--- src/rtl/register_file.sv ---
// 2**ADDR_WIDTH x DATA_WIDTH register file: two asynchronous read ports, one synchronous write port.
// Define REGFILE_BYPASS_EN to forward same-cycle write data onto a matching read port.
module register_file #(
    parameter int DATA_WIDTH = 32,
    parameter int ADDR_WIDTH = 5
) (
    input  logic                  clk,
    input  logic                  rst,
    input  logic [ADDR_WIDTH-1:0] RL,
    input  logic [ADDR_WIDTH-1:0] RR,
    input  logic [ADDR_WIDTH-1:0] RD,
    input  logic [DATA_WIDTH-1:0] RD_data,
    input  logic                  write,
    output logic [DATA_WIDTH-1:0] RL_data,
    output logic [DATA_WIDTH-1:0] RR_data
);

    localparam int DEPTH = 2 ** ADDR_WIDTH;

    logic [DATA_WIDTH-1:0] regs_q [DEPTH];
    logic [DATA_WIDTH-1:0] regs_d [DEPTH];

    // NOTE: regs_d starts as a copy of regs_q so every path assigns it and no latch is inferred.
    always_comb begin
        regs_d = regs_q;
        if (write) begin
            regs_d[RD] = RD_data;
        end
    end

    // NOTE: the array is cleared on reset because reads after reset must return 0, so it cannot map to reset-less RAM.
    always_ff @(posedge clk) begin
        if (rst) begin
            for (int i = 0; i < DEPTH; i++) begin
                regs_q[i] <= '0;
            end
        end else begin
            // NOTE: non-blocking so every read in this edge sees pre-edge state.
            regs_q <= regs_d;
        end
    end

`ifdef REGFILE_BYPASS_EN
    logic fwd_active;

    always_comb begin
        fwd_active = write && !rst;
        RL_data    = regs_q[RL];
        RR_data    = regs_q[RR];
        if (fwd_active && (RL == RD)) begin
            RL_data = RD_data;
        end
        if (fwd_active && (RR == RD)) begin
            RR_data = RD_data;
        end
    end
`else
    always_comb begin
        RL_data = regs_q[RL];
        RR_data = regs_q[RR];
    end
`endif

endmodule

--- config.mk ---
export PLATFORM = sky130hd
export DESIGN_NAME = register_file
export DESIGN_NICKNAME = d
export VERILOG_FILES = /design/src/rtl/register_file.sv
export SDC_FILE = /design/constraint.sdc
export NUM_CORES = 2
export LEC_CHECK = 0
export CAP_MARGIN = 0
export CORE_ASPECT_RATIO = 0.8
export CORE_UTILIZATION = 50
export CTS_CLUSTER_SIZE = 10
export DETAILED_ROUTE_END_ITERATION = 8
export PLACE_DENSITY = 0.69
export RECOVER_POWER = 100
export SETUP_SLACK_MARGIN = 0.15
export SLEW_MARGIN = 20
export SYNTH_ARGS = -nofsm -noshare
export SYNTH_HDL_FRONTEND = slang
export SYNTH_SLANG_ARGS = --single-unit
--- constraint.sdc ---
create_clock -name clk -period 7.5 [get_ports clk]
set_input_delay 1.875 -clock clk [delete_from_list [all_inputs] [get_ports clk]]
set_output_delay 1.875 -clock clk [all_outputs]
set_load 0.05 [all_outputs]
* Yosys cells after proc, flatten, opt, wreduce, memory -nomap -nowiden
Index checks and enable logic that the tools add are counted.
Operators by class: order comparisons 4, muxes and demuxes 9, bitwise gates (word level) 3, reductions and logical operators 1
Operators by type and width (number):
- 1024-bit bitwise mux | 1
- 32-bit binary-select mux with 5-bit select | 2
- 32-bit demux with 5-bit select | 1
- 32-bit two-way mux | 5
- 6-bit greater-or-equal comparator, second input constant | 3
- 5-bit inverter with 6-bit output | 3
- 6-bit by 1-bit < comparator with 1-bit output, second input constant | 1
- 1-bit logical AND | 1
Word-level totals: bits in registers 1024, bits of input ports 50, logic and storage cells 49

* Logic depth before layout (Yosys ltp)
depth in word-level cells 6, gate-level depth with buffers 8

* Worst setup path before layout
OpenSTA, ideal clock, no wires.
path type input to output, from in RL[1], to out RL_data[25], arrival time 3.403 ns, data required time 5.625 ns, slack 2.222 ns, stages on the path 8, buffers on the path 4, path through buf_2 -> buf_2 -> buf_4 -> buf_4 -> mux2i_1 -> a22oi_1 -> a31oi_1 -> nand3_1
On the way: longest elaborated chain between the ends 4
Ends and longest elaborated chain:
- start, declared | line 9 | input logic [ADDR_WIDTH-1:0] RL,
- 5-bit inverter with 6-bit output (not written as such) | line 59 | RL_data = regs_q[RL];
- 32-bit binary-select mux with 5-bit select | line 59
- 32-bit two-way mux (not written as such) (2 in a row) | line 59
- end, declared | line 14 | output logic [DATA_WIDTH-1:0] RL_data,
No other way between the ends. The select of a mux whose other input is x is not followed.

* Final worst setup path
from in RL[0], to out RL_data[19]
Same word-level chain as after synthesis.

==> metrics.log <==
[metrics] result of the run: complete, but fails checks
[metrics] violations in the final reports: max-capacitance violations, max-slew violations
[metrics] Gates resized, CTS repair: 0
[metrics] share of final-layout standard cells stronger than drive strength 1: 5.84%
[metrics] synthesized net count: 6963
[metrics] Final setup violation count: 0
[metrics] start point of the critical path: RL[0]
[metrics] Final Cycle Share: 99.5%
[metrics] Final Total Pwr: 0.0121 W
[metrics] R2R depth: 2
[metrics] Hold Buf Count CTS: 0
[metrics] biggest regs: regs_q (1024)
[metrics] final count of hold timing violations: 0
[metrics] Post-CTS Setup Inserts: 0
[metrics] number of instances in the synthesized netlist: 6913
[metrics] Static Leakage: 21.2 nW
[metrics] number of global-route vias before repair: 47535
[metrics] worst-case vdd ir drop: 0.000224 V
[metrics] area post-placement: 55400 µm²
[metrics] power density of the placed cells: 208 nW/µm²
[metrics] most area-hungry cell type in the Yosys netlist: dfxtp_1
[metrics] Initial DRC Count: 8265
[metrics] Worst EP required: 5620 ps
[metrics] launch point of the worst reg-to-reg path: regs_q[759]$_SDFFE_PP0P_
[metrics] transition at the pin with the smallest max-transition slack: 3840 ps
[metrics] max-cap violations: 42
[metrics] synthesized cell area: 52900 µm²
[metrics] maximum root-to-sink buffer count: 3
[metrics] area of the die: 107000 µm²
[metrics] synthesis warning total: 0
[metrics] summed area of non-filler cells in the final layout: 58300 µm²
[metrics] cell at the root of the clock tree: clkbuf_16
[metrics] total CTS buffers: 114
[metrics] main area contributors after synthesis: dfxtp_1 (39%), mux2i_1 (19%), nand2_1 (16%), a21oi_1 (12%), clkbuf_1 (3.0%)
[metrics] EDFF count, synth: 0
[metrics] setup slack on the worst flop-to-flop path: 6710 ps
[metrics] max-slew violations: 957
[metrics] remaining global-route overflow: 0
[metrics] Syn-to-layout area delta: 10.3%
[metrics] Most flops, register: regs_q
[metrics] critical-path maximum fanout: 16
[metrics] top post-synthesis cells by count: nand2_1 (2277), a21oi_1 (1216), dfxtp_1 (1024), mux2i_1 (1024), clkbuf_1 (419)
[metrics] Core Region: 105000 µm²
[metrics] max FFs per register: 1024
[metrics] GRT Util Overall: 38.7%
[metrics] startpoint-to-endpoint class of the critical path: input port to output pin
[metrics] Routed WL per cell: 26.5 µm
[metrics] Yosys cell types: 29
[metrics] Highest Clock Rate: 0.134 GHz
[metrics] std cell rows: 106
[metrics] Final nets: 6754
[metrics] Post-synth top flop: dfxtp_1
[metrics] vertical extent of the die: 293 µm
[metrics] Synth top area share: 38.8%
[metrics] total clock sinks: 1024
[metrics] endpoint arrival time on the critical path: 5590 ps
[metrics] Tmin final: 7460 ps
[metrics] Relative slew margins: -156%
[metrics] clk slew on worst S/H paths: 60 ps
[metrics] Die W: 366 µm
[metrics] first-pass GRT wire length: 312 mm
[metrics] post-detail-place hpwl: 127 mm
[metrics] capturing element type of the critical path: output pin
[metrics] iteration count of the initial detailed-routing pass: 8
[metrics] unrepaired setup endpoints after global routing: no
[metrics] async set-or-reset flop fraction in the synthesized netlist: 0%
[metrics] largest net degree at the start of global routing: 218
[metrics] end point of the critical path: RL_data[19]
[metrics] worst skew pair latency: 730 ps
[metrics] final-layout fill cell count: 9619
[metrics] Ports: 114
[metrics] antenna violation net count after detailed routing: 0
[metrics] synthesized area divided by synthesized cell count: 7.65 µm²
[metrics] setup total negative slack: 0 ps
[metrics] count of state elements after synthesis: 1024
[metrics] number of port buffers: 113
[metrics] number of vias per cell: 6.44
[metrics] kind of start point of the critical path: input port
[metrics] worst hold path class: flip-flop to flip-flop
[metrics] number of vias after detailed routing: 52430
[metrics] starting utilization of the core area: 50.5%
[metrics] antenna violations before repair: 17
[metrics] worst flop-to-flop path endpoint: regs_q[759]$_SDFFE_PP0P_
[metrics] share of the yosys chip area belonging to registers: 38.8%
[metrics] depth of the CTS H-tree: 3
[metrics] Placer Congestion: 0.925
[metrics] TritonCTS clock tree: done
[metrics] total wire length: 216 mm
[metrics] DRC viols: 0
[metrics] leading cell type by number of instances after synthesis: nand2_1
[metrics] Post-Route Skew: 0 ps
cells by family (layout without fill, tap and decap cells):
group	count (synthesis)	in the layout	synth area share, %
flip-flops	1024	1024	38.8
AND/OR/NAND/NOR	2603	2603	19.4
buffers and inverters	662	474	5.34
other	0	10	0
AO/OA/AOI/OAI	1600	1600	17.1
multiplexers	1024	1024	19.4
worst max-delay path: stages:
cell and delay, ps:
dlygate4sd3_1 740, nor2b_4 680, a22o_1 230, nor3_1 50
a31oi_1 650, nand3_1 440, dlygate4sd3_1 900
per-layer routing:
layer	wire [µm]	track usage (%)	part of all wire, %	vias up
met1	83200	51.3	39	24669
met2	89900	56.2	42	3836
met3	29900	11.1	14	807
li1	-	-	-	23108
met5	63	0	0.029	-
met4	12700	21.5	5.9	10
area by class of cell:
cell class | count | area [µm²] | area share, %
timing repair buffer | 337 | 3150 | 5.40
multi-input combinational | 5227 | 29700 | 51.0
clock buffer | 130 | 2990 | 5.12
tap | 1404 | 1760 | 3.01
clock inverter | 7 | 153 | 0.262
antenna | 10 | 25.0 | 0.0429
sequential | 1024 | 20500 | 35.2
power by group:
part,internal (W),switching [W]
combinational,0.000454,0.00105
clock,0.00280,0.00231
sequential,0.00548,0.0000307
total,0.00874,0.00339
layout by cell type (no fill, tap or decap), types with 2 or more instances in the layout:
cell type	synthesis	layout
nand2_1	2277	2256
a21oi_1	1216	1216
mux2i_1	1024	1024
dfxtp_1	1024	1024
nand3_1	194	194
a22oi_1	192	192
buf_4	27	159
a22o_1	128	128
clkbuf_16	0	116
nor3_1	65	65
a31oi_1	64	64
clkbuf_1	419	48
dlygate4sd3_1	0	46
buf_12	0	43
clkdlybuf4s50_1	0	41
nand2_2	0	20
nor2_1	23	19
nor2_4	5	18
diode_2	0	10
clkbuf_2	0	6
nor2b_4	0	4
nand2b_2	0	4
or2_2	3	3
nor3b_1	2	3
nand3b_1	3	3
and3b_1	3	3
clkbuf_8	0	3
clkinv_16	0	3
buf_8	0	3
and2_4	0	2
and3_1	2	2
or3b_2	2	2
buf_2	188	2
worst min path at each step:
stage	slack, ps	depth (start not counted)	startpoint	endpoint
5_1_grt	480	2	regs_q[438]$_SDFFE_PP0P_	regs_q[438]$_SDFFE_PP0P_
6_report	470	2	regs_q[894]$_SDFFE_PP0P_	regs_q[894]$_SDFFE_PP0P_
4_1_cts	470	2	regs_q[598]$_SDFFE_PP0P_	regs_q[598]$_SDFFE_PP0P_
2_1_floorplan	450	2	regs_q[1000]$_SDFFE_PP0P_	regs_q[1000]$_SDFFE_PP0P_
3_5_place_dp	460	2	regs_q[598]$_SDFFE_PP0P_	regs_q[598]$_SDFFE_PP0P_
3_3_place_gp	450	2	regs_q[1022]$_SDFFE_PP0P_	regs_q[1022]$_SDFFE_PP0P_
per-stage QoR:
stage | hold slack (ps) | cells | util (%) | worst slack [ps]
finish | 466 | 8139 | 55.7 | 39.2
global route | 481 | 8130 | 55.7 | 127
CTS | 467 | 8128 | 56.0 | 460
detailed placement | 459 | 7991 | 53.0 | 453
global placement | 453 | 7991 | 53.0 | 482
floorplan | 448 | 6913 | - | 2220
No activity file was read; power rests on OpenSTA's default activity.
